--- src/rtl/fetch_pkg.sv ---
// Shared constants and types for the instruction fetch stage.
package fetch_pkg;

   localparam int unsigned INSTR_WIDTH = 32;
   localparam int unsigned PC_STEP     = 4;
   localparam logic [INSTR_WIDTH-1:0] NOP_INSTR = 32'h00000013;

   typedef enum logic [0:0] {
      FETCH,
      DRAIN
   } fetch_state_t;

endpackage

--- src/rtl/fetch_fifo.sv ---
// Synchronous FIFO holding {pc, instruction} pairs for the decode stage.
// Flush clears the FIFO and wins over a push in the same cycle.
module fetch_fifo #(
   parameter int unsigned WIDTH = 96,
   parameter int unsigned DEPTH = 4,
   localparam int unsigned CW   = $clog2(DEPTH) + 1
) (
   input  logic             clk_i,
   input  logic             rst_i,
   input  logic             flush_i,
   input  logic             push_i,
   input  logic [WIDTH-1:0] wdata_i,
   input  logic             pop_i,
   output logic [WIDTH-1:0] rdata_o,
   output logic [CW-1:0]    count_o,
   output logic             empty_o,
   output logic             full_o
);

   localparam int unsigned PW = $clog2(DEPTH);

   logic [WIDTH-1:0] mem_q [DEPTH];
   logic [PW-1:0]    wr_ptr_q;
   logic [PW-1:0]    rd_ptr_q;
   logic [CW-1:0]    count_q;
   logic             do_push;
   logic             do_pop;

   assign empty_o = (count_q == '0);
   assign full_o  = (count_q == CW'(DEPTH));
   assign do_pop  = pop_i && !empty_o;
   // A pop frees the slot at the same edge, so push-while-full is allowed with a pop.
   assign do_push = push_i && (!full_o || do_pop);
   assign rdata_o = mem_q[rd_ptr_q];
   assign count_o = count_q;

   // Pointer and occupancy bookkeeping.
   always_ff @(posedge clk_i) begin
      if (rst_i || flush_i) begin
         wr_ptr_q <= '0;
         rd_ptr_q <= '0;
         count_q  <= '0;
      end else begin
         if (do_push) wr_ptr_q <= wr_ptr_q + 1'b1;
         if (do_pop)  rd_ptr_q <= rd_ptr_q + 1'b1;
         count_q <= count_q + CW'(do_push) - CW'(do_pop);
      end
   end

   // Storage write; contents need no reset since count gates visibility.
   always_ff @(posedge clk_i) begin
      if (do_push && !flush_i && !rst_i) mem_q[wr_ptr_q] <= wdata_i;
   end

endmodule

--- src/rtl/instruction_fetch_unit.sv ---
// Prefetching fetch stage: issues word-aligned requests, buffers in-order responses
// with their PCs and hands them to decode. Redirects flush and drain stale responses.
module instruction_fetch_unit
   import fetch_pkg::*;
#(
   parameter int unsigned            ADDR_WIDTH = 64,
   parameter int unsigned            DEPTH      = 4,
   parameter logic [ADDR_WIDTH-1:0]  RESET_PC   = '0
) (
   input  logic                   clock,
   input  logic                   reset,
   output logic                   mem_req_valid,
   input  logic                   mem_req_ready,
   output logic [ADDR_WIDTH-1:0]  mem_req_addr,
   input  logic                   mem_resp_valid,
   input  logic [INSTR_WIDTH-1:0] mem_resp_data,
   output logic                   instr_valid,
   input  logic                   instr_ready,
   output logic [INSTR_WIDTH-1:0] instruction,
   output logic [ADDR_WIDTH-1:0]  instr_pc,
   input  logic                   redirect,
   input  logic [ADDR_WIDTH-1:0]  redirect_pc
);

   localparam int unsigned CW = $clog2(DEPTH) + 1;
   localparam int unsigned EW = ADDR_WIDTH + INSTR_WIDTH;

   fetch_state_t          state_q, state_d;
   logic [ADDR_WIDTH-1:0] fetch_pc_q, fetch_pc_d;
   logic [ADDR_WIDTH-1:0] resp_pc_q, resp_pc_d;
   logic [CW-1:0]         outstanding_q, outstanding_d;
   logic [CW-1:0]         fifo_count;
   logic                  fifo_empty;
   logic                  fifo_full;
   logic [EW-1:0]         fifo_rdata;
   logic                  fifo_push;
   logic                  fifo_pop;
   logic                  req_fire;
   logic                  resp_take;
   logic                  credit_ok;
   logic [CW:0]           credits_used;
   logic [ADDR_WIDTH-1:0] redirect_pc_aligned;
   logic                  unused_redirect_lsbs;

   assign redirect_pc_aligned  = {redirect_pc[ADDR_WIDTH-1:2], 2'b00};
   assign unused_redirect_lsbs = ^redirect_pc[1:0];

   // Every buffered or in-flight instruction holds a credit, so the FIFO cannot overflow.
   assign credits_used = {1'b0, outstanding_q} + {1'b0, fifo_count};
   assign credit_ok    = (credits_used < (CW + 1)'(DEPTH));

   assign mem_req_valid = (state_q == FETCH) && credit_ok && !redirect && !reset;
   assign mem_req_addr  = fetch_pc_q;
   assign req_fire      = mem_req_valid && mem_req_ready;

   // A response with nothing outstanding is a leftover from before a reset.
   assign resp_take     = mem_resp_valid && (outstanding_q != '0);
   assign fifo_push     = (state_q == FETCH) && resp_take && !redirect;
   assign outstanding_d = outstanding_q + CW'(req_fire) - CW'(resp_take);

   assign instr_valid   = !fifo_empty && !reset;
   assign fifo_pop      = instr_valid && instr_ready;
   assign instr_pc      = fifo_rdata[EW-1:INSTR_WIDTH];
   assign instruction   = fifo_empty ? NOP_INSTR : fifo_rdata[INSTR_WIDTH-1:0];

   fetch_fifo #(
      .WIDTH (EW),
      .DEPTH (DEPTH)
   ) u_fifo (
      .clk_i   (clock),
      .rst_i   (reset),
      .flush_i (redirect),
      .push_i  (fifo_push),
      .wdata_i ({resp_pc_q, mem_resp_data}),
      .pop_i   (fifo_pop),
      .rdata_o (fifo_rdata),
      .count_o (fifo_count),
      .empty_o (fifo_empty),
      .full_o  (fifo_full)
   );

   // Next state and PC tracking; redirect overrides everything.
   always_comb begin
      state_d    = state_q;
      fetch_pc_d = fetch_pc_q;
      resp_pc_d  = resp_pc_q;
      if (req_fire)  fetch_pc_d = fetch_pc_q + ADDR_WIDTH'(PC_STEP);
      if (fifo_push) resp_pc_d  = resp_pc_q + ADDR_WIDTH'(PC_STEP);
      unique case (state_q)
         FETCH:   state_d = FETCH;
         DRAIN:   if (outstanding_d == '0) state_d = FETCH;
         default: state_d = FETCH;
      endcase
      if (redirect) begin
         fetch_pc_d = redirect_pc_aligned;
         resp_pc_d  = redirect_pc_aligned;
         state_d    = (outstanding_d != '0) ? DRAIN : FETCH;
      end
   end

   // State, PC and outstanding-count registers.
   always_ff @(posedge clock) begin
      if (reset) begin
         state_q       <= FETCH;
         fetch_pc_q    <= RESET_PC;
         resp_pc_q     <= RESET_PC;
         outstanding_q <= '0;
      end else begin
         state_q       <= state_d;
         fetch_pc_q    <= fetch_pc_d;
         resp_pc_q     <= resp_pc_d;
         outstanding_q <= outstanding_d;
      end
   end

   // Credit accounting must keep pushes away from a full FIFO unless it pops.
   assert property (@(posedge clock) disable iff (reset) !(fifo_push && fifo_full && !fifo_pop));

endmodule

--- config.mk ---
export PLATFORM = sky130hd
export DESIGN_NAME = instruction_fetch_unit
export DESIGN_NICKNAME = d
export VERILOG_FILES = /design/src/rtl/fetch_pkg.sv /design/src/rtl/fetch_fifo.sv /design/src/rtl/instruction_fetch_unit.sv
export SDC_FILE = /design/constraint.sdc
export NUM_CORES = 1
export LEC_CHECK = 0
export CAP_MARGIN = 30
export CORE_ASPECT_RATIO = 0.9
export CORE_MARGIN = 10
export CORE_UTILIZATION = 35
export CTS_CLUSTER_DIAMETER = 50
export DETAILED_ROUTE_END_ITERATION = 8
export PLACE_DENSITY = 0.62
export SLEW_MARGIN = 0
export SYNTH_ARGS = -nofsm -noshare
export SYNTH_HDL_FRONTEND = slang
export SYNTH_SLANG_ARGS = --single-unit
--- constraint.sdc ---
create_clock -name clock -period 4.45 [get_ports clock]
set_input_delay 0.445 -clock clock [delete_from_list [all_inputs] [get_ports clock]]
set_output_delay 0.445 -clock clock [all_outputs]
set_load 0.02 [all_outputs]
==> results of run 1 <==
[layout by cell type (no fill, tap or decap), drive strengths merged, types with 23 or more instances in the layout]
cell type      instances
inv                   34
nand3                 57
clkbuf                72
dfxtp                137
a31oi                 23
nor4                  23
xnor2                 50
a211oi                25
nor3                  39
o22ai                 23
edfxtp               376
a21oi                 53
nor2                  92
xor2                  30
mux4                  94
and3                  24
nand4                 44
clkdlybuf4s50        255
nand2                 82
buf                   28
nor2b                 30
[worst paths after layout]
check	startpoint	endpoint	slack [ns]	depth (start not counted)
hold / removal	redirect	state_q	0.30	3
hold reg to reg	mem_req_addr[46]	mem_req_addr[46]	0.51	2
setup reg to reg	outstanding_q[2]	mem_req_addr[43]	1.42	8
setup / recovery	flip-flop	instruction[15]	1.07	4
[power by group through the flow]
stage	Combinational, mW	Clock, mW	Sequential (mW)
floorplan	0.572	0	5.59
global placement	1.13	0	5.59
detailed placement	1.15	0	5.61
CTS	1.16	4.96	5.51
global route	1.24	5.16	5.53
finish	1.15	4.86	5.51
[worst register-to-register path, stage by stage (launching register included)]
cell and delay [ns]:
dfxtp_1 0.42, ha_1 0.26, nor4_1 0.29, and4_1 0.33, buf_4 0.30, nand4_1 0.51
or4_1 0.62, nand3_1 0.10, o211ai_1 0.09
[sequential cells by signal, summed over array words and instances, names as in the netlist, named ones only]
register,count
u_fifo.count_o,3
resp_pc_q,62
u_fifo.mem_q,376
u_fifo.wr_ptr_q,2
mem_req_addr,62
outstanding_q,3
state_q,1
u_fifo.rd_ptr_q,2
[logic make-up after synthesis]
family | count (synthesis)
xor gates and xnor gates | 80
muxes | 103
DFF | 513
buffers and inverters | 110
adders and majority gates | 14
AOI/OAI and AO/OA | 223
other | 1
and+or+nand+nor | 453
[area by class of cell]
cell class / instances / area [um^2] / area share
clock inverters: 39 / 387 / 0.0142
multi-input cells: 877 / 7180 / 0.264
clock buffers: 72 / 1590 / 0.0584
repair buffers: 283 / 2900 / 0.106
diodes: 1 / 2.50 / 0.0000920
flip-flops and latches: 513 / 14000 / 0.516
well taps: 792 / 991 / 0.0364
inverters: 29 / 110 / 0.00405
[routing by layer]
| layer | up-vias | wire length, um |
|---|---|---|
| met3 | 96 | 6340 |
| met2 | 533 | 28000 |
| met4 | 12 | 1390 |
| met5 | - | 76 |
| li1 | 6376 | - |
| met1 | 7182 | 26500 |
==> metrics.yaml, run 1 <==
cells_and_area:
  fin_area_um2: 27200
  post-route-util: 0.444
  synthToLayoutAreaGrowth_pct: 25.6
  fin_cells: 2606
  drive_gt1_frac: 0.150
  nFillCells: 5437
  nets: 1879
power:
  power.total_mw: 11.5
  p_sw_mw: 2.82
  power_density_nw_per_um2: 424
  switching_share: 0.245
  max-vdd-ir-drop_mv: 0.284
  internal_power_mw: 8.71
  clkPwrFrac: 0.422
  power.share.sequential: 0.478
  leakagePower_nw: 8.62
  p_comb_frac: 0.100
critical_path:
  endpoint_kind: "primary output"
  path_cells: "buf_12, mux4_2, nor2b_1, clkdlybuf4s50_1"
  start_kind: "flip-flop"
  crit_buf_inv: 2
  worstSetupPathType: "reg -> out"
  arrival_ns: 2.93
  required_ns: 4.01
  crit_path_max_incr_delay_ns: 0.66
  cp_top_family: "buffers and inverters"
  worst-path-max-fanout: 41
  critPathSlowestCell: "dfxtp_4"
clock_tree:
  root_buffer: "clkbuf_16"
  clock_sinks: 513
  cts_buffers: 59
  clk_latency_ns: 0.61
  ctsLongestPathBuffers: 3
  cts_resized: 0
  path_clk_slew_ns: 0.06
  cts_hold_buf: 0
  postCtsSetupBuffers: 0
  htree_levels: 2
  cts_tree: "done"
grt:
  grtUsageMet2: 0.253
  grt_usage: 0.167
  grt_use_met3: 0.0607
  grt_pass1_vias: 13969
  grt_max_degree: 71
  grt_use_met1: 0.223
  grt_overflow: 0
  antenna_found_initial: 7
  grt_busiest_layer: "met2"
  grt_pass1_wl_um: 91600
floorplanning:
  die_w_um: 282
  die-area_um2: 72200
  start_util: 0.354
  num_io_pins: 264
  core-area_um2: 61200
  num_rows: 86
  die_height_um: 256
synth:
  synthTopCellsByArea: "edfxtp_1 (52%), dfxtp_1 (13%), mux4_2 (9.8%)"
  ys_seq_elements: 513
  synth_flop_cell: "edfxtp_1"
  synth_cell_type_count: 68
  ys_warn_count: 0
  synth_edf_count: 376
  synth_top_area_cell: "edfxtp_1"
  async_reset_ff_frac: 0
  synth_top_area_share: 0.521
  syn-cell-area_um2: 21700
  syn_avg_cell_area_um2: 14.5
  synthCells: 1497
  synth_compound_area_frac: 0.0675
  synth_xor_area_frac: 0.0324
  yosysSeqAreaShare: 0.648
  yosys.area_share.simple: 0.119
  yosys.cell_count.top_type: "edfxtp_1"
  synth_common_cells: "edfxtp_1 (376), dfxtp_1 (137), mux4_2 (94)"
  synthAdderAreaFrac: 0.00878
  synth_top_family_by_area: "simple AND/OR/NAND/NOR gates"
  synthMuxAreaShare: 0.102
timing:
  fin_ws_ns: 1.07
  tns_ns: 0
  slew_headroom: 0.371
  fmax_mhz: 296
  setup_viol: 0
  rsz0062_at_grt: "false"
  maxSlewViolCount: 0
  fin_skew_ns: 0.0214
  holdWs_ns: 0.300
  hold_violations: 0
  fin_crit_ns: 3.38
  fin_crit_sh: 0.759
  tightest_slew_ns: 0.938
detailed_routing:
  vias: 14199
  first_pass_iters: 8
  wl_per_cell_um: 23.9
  postRouteAntennaNets: 0
  drt_iter0_drc: 1377
  wl_um: 62400
  viasPerCell: 5.45
  drc: 0
outcome:
  status: "finished, final reports clean"
place:
  port_buffers: 257
  post_dp_cell_area_um2: 25200
  placed_cells: 2494
  post-place-ws_ns: 1.17
  post-dp-hpwl_um: 43300
  gp_congestion: 0.879
job:
  maxCapViolCount: 0
min_path:
  hp-class: "in -> reg"
Note: power is estimated with default switching activity, not from simulation.
==> run 2, diff against run 1 <==
- PLACE_DENSITY: 0.62 -> 0.64
- clock period: 4.45 -> 2.9 ns (I/O delays scaled with it)
==> metrics.yaml, run 2 (synthesis results as in run 1) <==
place:
  port_buffers: 257  # unchanged
  post_dp_cell_area_um2: 25500  # +1.1%
  post-dp-hpwl_um: 43200  # -0.35%
  gp_congestion: 0.865  # -1.6%
  placed_cells: 2521  # +1.1%
floorplanning:
  die_w_um: 282  # unchanged
  start_util: 0.354  # unchanged
  core-area_um2: 61200  # unchanged
  die_height_um: 256  # unchanged
  num_rows: 86  # unchanged
  die-area_um2: 72200  # unchanged
  num_io_pins: 264  # unchanged
grt:
  grt_overflow: 0  # unchanged
  grt_pass1_wl_um: 91000  # -0.70%
  grt_max_degree: 68  # -4.2%
  antenna_found_initial: 3  # -4
  grt_usage: 0.165  # -0.00155
  grt_pass1_vias: 14119  # +1.1%
outcome:
  status: "finished, final reports clean"
critical_path:
  worst-path-max-fanout: 10  # -76%
  path_cells: "buf_6, mux4_2, nor2b_1, clkdlybuf4s50_1"
  r2r_start: "u_fifo.count_o[2]"
  worst-r2r-cell-count: 11  # +3
  critPathSlowestCell: "clkdlybuf4s50_1"
  start_kind: "flip-flop"
  endpoint_kind: "primary output"
  cp_top_family: "buffers and inverters"
  r2r_slack_ns: 0.10  # -1.32 ns
  crit_buf_inv: 2  # unchanged
  required_ns: 2.61  # -1.40 ns
  worstSetupPathType: "reg -> out"
  arrival_ns: 2.52  # -0.41 ns
  crit_path_max_incr_delay_ns: 0.55  # -0.11 ns
  regToRegEndpoint: "state_q"
detailed_routing:
  wl_per_cell_um: 23.5  # -2.0%
  first_pass_iters: 8  # unchanged
  drt_iter0_drc: 1194  # -13%
  vias: 14333  # +0.94%
  wl_um: 61900  # -0.80%
  drc: 0  # unchanged
  viasPerCell: 5.43  # -0.28%
  postRouteAntennaNets: 0  # unchanged
timing:
  fin_crit_sh: 0.970
  fin_crit_ns: 2.81
  holdWs_ns: 0.0602  # -0.240 ns
  slew_headroom: 0.335  # -0.0358
  tightest_slew_ns: 0.993  # +0.0552 ns
  maxSlewViolCount: 0  # unchanged
  fin_skew_ns: 0.0228  # +0.00141 ns
  setup_viol: 0  # unchanged
  hold_violations: 0  # unchanged
  rsz0062_at_grt: "false"
  fmax_mhz: 356
job:
  maxCapViolCount: 0  # unchanged
cells_and_area:
  regMostFlops: "u_fifo.mem_q"
  fin_cells: 2638  # +1.2%
  nets: 1913  # +1.8%
  largest_register_ffs: 376  # unchanged
  most-common-layout-cells: "edfxtp_1 (376), clkdlybuf4s50_1 (223), dfxtp_1 (135)"
  fin_area_um2: 27500  # +1.1%
  layout_commonest_cell: "edfxtp_1"
  synthToLayoutAreaGrowth_pct: 27.0
  drive_gt1_frac: 0.162  # +0.0116
power:
  power_density_nw_per_um2: 630  # +49%
  max-vdd-ir-drop_mv: 0.370  # +30%
  leakagePower_nw: 9.13  # +5.9%
clock_tree:
  cts_tree: "done"
  htree_levels: 2  # unchanged
  clk_latency_ns: 0.61  # about the same
  path_clk_slew_ns: 0.06  # about the same
  cts_buffers: 60  # +1.7%
  clock_sinks: 513  # unchanged
  ctsLongestPathBuffers: 3  # unchanged
  root_buffer: "clkbuf_16"
min_path:
  hold_path_startpoint: "redirect"
  hold-path-endpoint: "state_q"
  hp-class: "in -> reg"
  hold_depth: 3  # unchanged
-- run 2: changes by cell type in the layout (fill, tap and decap cells not counted), moves of 4 or more --
cell             before  now
clkinv_2             13    8
dlymetal6s2s_1        0   28
clkinv_1              6   10
buf_4                15   41
bufinv_16             6    2
clkdlybuf4s50_1     255  223
dlygate4sd2_1         0    4
-- run 2: power by group --
group          leakage, nW  internal, mW  switching (mW)
clock network        0.905          4.10            3.00
registers             4.56          8.15           0.287
logic                 3.66         0.778            1.01
total                 9.13          13.0            4.30
-- run 2: through the flow --
| step | setup slack [ns] | setup TNS (ns) | util | power, mW |
|---|---|---|---|---|
| 6_report | 0.0879 | 0 | 0.449 | 17.3 |
| 2_1_floorplan | -0.0325 | -12.23 | - | 9.45 |
| 3_5_place_dp | 0.133 | 0 | 0.416 | 10.4 |
| 4_1_cts | -0.0224 | -0.0224 | 0.447 | 17.5 |
| 3_3_place_gp | 0.207 | 0 | 0.416 | 10.4 |
| 5_1_grt | 0.000929 | 0 | 0.449 | 18.0 |
-- run 2: metal layers --
layer	GRT usage	vias to the layer above	wire length, um
met5	0	-	24
met4	0.0489	4	1560
met3	0.0516	110	6310
met2	0.253	580	27800
met1	0.223	7200	26200
li1	-	6439	-
-- run 2: layout make-up --
type / instances / area (um^2)
repair buffers: 316 / 3290
clock buffers: 74 / 1600
multi-input cells: 877 / 7180
well taps: 792 / 991
clock inverters: 35 / 279
fillers: 5402 / 33700
diodes: 2 / 5.00
inverters: 29 / 110
flip-flops and latches: 513 / 14000
-- run 2: worst register-to-register path, stage by stage, from the launching register on --
cell	delay, ns
dfxtp_1	0.41
ha_1	0.26
nor4_1	0.29
and4_2	0.33
inv_2	0.07
ha_1	0.27
inv_1	0.06
ha_1	0.14
inv_1	0.05
fa_1	0.37
xnor2_1	0.15
a311oi_1	0.29
-- run 2: worst max-delay path by stage --
stage / to / slack [ns] / cells past startpoint
finish: instruction[22] / 0.09 / 4
global route: instr_pc[2] / 0.0009 / 3
CTS: instr_pc[3] / -0.02 / 3
detailed placement: state_q / 0.13 / 11
global placement: state_q / 0.21 / 11
floorplan: u_fifo.mem_q[0][0] / -0.03 / 6
-- run 2: what timing repair did --
action	CTS	global route
hold buffers	0	0
gates cloned	0	0
setup endpoints to repair	86	21
gates resized for setup	5	32
pin swaps	0	1
setup buffers	5	1
==> run 3, diff against run 2 <==
- ABC_AREA: default -> 1
- MAX_ROUTING_LAYER: default -> met4
==> metrics.yaml, run 3 <==
cells_and_area:
  seq_area_um2: 14000  # about the same
  most-common-layout-cells: "nor2_1 (520), nand2_1 (481), edfxtp_1 (376)"
  post-route-util: 0.446  # -0.00334
  n_antenna_cell: 0  # -2
  fin_area_um2: 29900  # +8.8%
  multi_input_area_um2: 8600  # +20%
  regMostFlops: "u_fifo.mem_q"
  fin_cells: 3814  # +45%
  largest_register_ffs: 376  # unchanged
  synthToLayoutAreaGrowth_pct: 25.9
  drive_gt1_frac: 0.0837  # -0.0779
  layout_commonest_cell: "nor2_1"
  nFillCells: 6449  # +19%
  nets: 3004  # +57%
critical_path:
  worstSetupPathType: "reg -> out"
  endpoint_kind: "primary output"
  worst-path-max-fanout: 54  # +44
  required_ns: 2.61  # about the same
  arrival_ns: 2.50  # -0.02 ns
  start_kind: "flip-flop"
timing:
  fin_crit_ns: 2.79  # -0.0247 ns
  fin_crit_sh: 0.961  # -0.00852
  hold_violations: 0  # unchanged
  setup_viol: 0  # unchanged
  tns_ns: 0  # unchanged
  maxSlewViolCount: 0  # unchanged
  fin_ws_ns: 0.113  # +0.0247 ns
  rsz0062_at_grt: "true"
  tightest_slew_ns: 0.957  # -0.0365 ns
  slew_headroom: 0.362  # +0.0268
  fmax_mhz: 359  # +0.89%
  holdWs_ns: 0.100  # +0.0402 ns
  fin_skew_ns: 0.0278  # +0.00496 ns
synth:
  ys_warn_count: 0  # unchanged
  synth_common_cells: "nor2_1 (527), nand2_1 (484), edfxtp_1 (376)"
  synth_cell_type_count: 44  # -35%
  synthCells: 2617  # +75%
  synthTopCellsByArea: "edfxtp_1 (48%), dfxtp_1 (12%), nor2_1 (8.3%)"
  synthMuxAreaShare: 0  # -0.102
  synth_top_area_share: 0.475  # -0.0460
  synth_flop_cell: "edfxtp_1"
  yosys.cell_count.top_type: "nor2_1"
  yosysSeqAreaShare: 0.591  # -0.0572
  synth_top_family_by_area: "simple AND/OR/NAND/NOR gates"
  yosys.area_share.simple: 0.208  # +0.0885
  syn_avg_cell_area_um2: 9.08  # -37%
  synth_edf_count: 376  # unchanged
  synth_compound_area_frac: 0.120  # +0.0523
  ys_seq_elements: 513  # unchanged
  syn-cell-area_um2: 23800  # +9.7%
  synth_top_area_cell: "edfxtp_1"
  synthAdderAreaFrac: 0.00801  # -0.000775
  synth_xor_area_frac: 0.0218  # -0.0106
  async_reset_ff_frac: 0  # unchanged
power:
  power.total_mw: 18.8  # +8.3%
  max-vdd-ir-drop_mv: 0.361  # -2.4%
  power_density_nw_per_um2: 627  # -0.47%
  leakagePower_nw: 10.6  # +16%
floorplanning:
  die_w_um: 295  # +4.4%
  die-area_um2: 78700  # +8.9%
  die_height_um: 267  # +4.4%
  num_io_pins: 264  # unchanged
  start_util: 0.354  # about the same
  num_rows: 90  # +4.7%
  core-area_um2: 67100  # +9.6%
job:
  maxCapViolCount: 0  # unchanged
grt:
  grt_pass1_wl_um: 112000  # +24%
  grt_overflow: 0  # unchanged
  antenna_found_initial: 2  # -1
  grt_max_degree: 81  # +19%
  grt_pass1_vias: 18473  # +31%
  grt_usage: 0.192  # +0.0262
detailed_routing:
  viasPerCell: 5.13  # -5.5%
  first_pass_iters: 5  # -3
  wl_per_cell_um: 19.8  # -16%
  vias: 19579  # +37%
  postRouteAntennaNets: 0  # unchanged
  drt_iter0_drc: 1696  # +42%
  wl_um: 75300  # +22%
  drc: 0  # unchanged
place:
  placed_cells: 3690  # +46%
  port_buffers: 257  # unchanged
  gp_congestion: 0.955  # +10%
  post-place-ws_ns: 0.0891  # -0.0437 ns
  post-dp-hpwl_um: 53200  # +23%
  post_dp_cell_area_um2: 27600  # +8.2%
clock_tree:
  cts_tree: "done"
  cts_hold_buf: 0  # unchanged
  clk_latency_ns: 0.60  # about the same
  root_buffer: "clkbuf_16"
  path_clk_slew_ns: 0.06  # about the same
  htree_levels: 3  # +1
  clock_sinks: 513  # unchanged
  cts_buffers: 67  # +12%
  ctsLongestPathBuffers: 3  # unchanged
min_path:
  hp-class: "in -> reg"
outcome:
  status: "finished, final reports clean"
## run 3: logic make-up after synthesis
logic type      Yosys count
xor+xnor                 59
buf+inv                 302
simple gates           1193
compound gates          535
other cells               1
fa+ha+maj                14
flops                   513
## run 3: final cells by class
class	instances	share of cell area
Timing Repair Buffer	311	0.108
Multi-Input combinational cell	1805	0.288
Clock inverter	35	0.0134
Inverter	190	0.0240
Sequential cell	513	0.470
Tap cell	874	0.0366
Clock buffer	86	0.0612
## run 3: worst paths after layout
path / from / to / slack [ns] / cells after the start
worst min-delay path: reset / resp_pc_q[51] / 0.10 / 2
worst max-delay path: flip-flop / instr_pc[10] / 0.11 / 6
worst min register to register: u_fifo.rd_ptr_q[1] / u_fifo.rd_ptr_q[1] / 0.50 / 1
worst max register to register: state_q / u_fifo.mem_q[3][87] / 0.44 / 7
## run 3: timing repair
| item | CTS | global route |
|---|---|---|
| setup buffers | 1 | 1 |
| gates cloned | 0 | 0 |
| gates resized for setup | 41 | 19 |
| setup endpoints to repair | 64 | 38 |
## run 3: worst max-delay path, cell delays in order, from the launching register on
cell and delay [ns]:
dfxtp_4 0.42, inv_2 0.11, buf_12 0.24, buf_4 0.23, o21ai_0 0.10, o22ai_1 0.11, clkdlybuf4s50_1 0.67
## run 3: report_power, final
part           leakage, nW  switching (mW)  internal, mW  total (mW)
clock                 1.09            3.26          5.00        8.26
combinational         4.96            1.20         0.750        1.95
sequential            4.56           0.378          8.18        8.56
## run 3: routing by layer
metal | vias up | share of wire | track usage
met2 | 760 | 0.44 | 0.287
met3 | 162 | 0.089 | 0.0421
met1 | 9237 | 0.43 | 0.254
met5 | - | 0 | -
li1 | 9420 | - | -
met4 | 0 | 0.035 | 0.0675
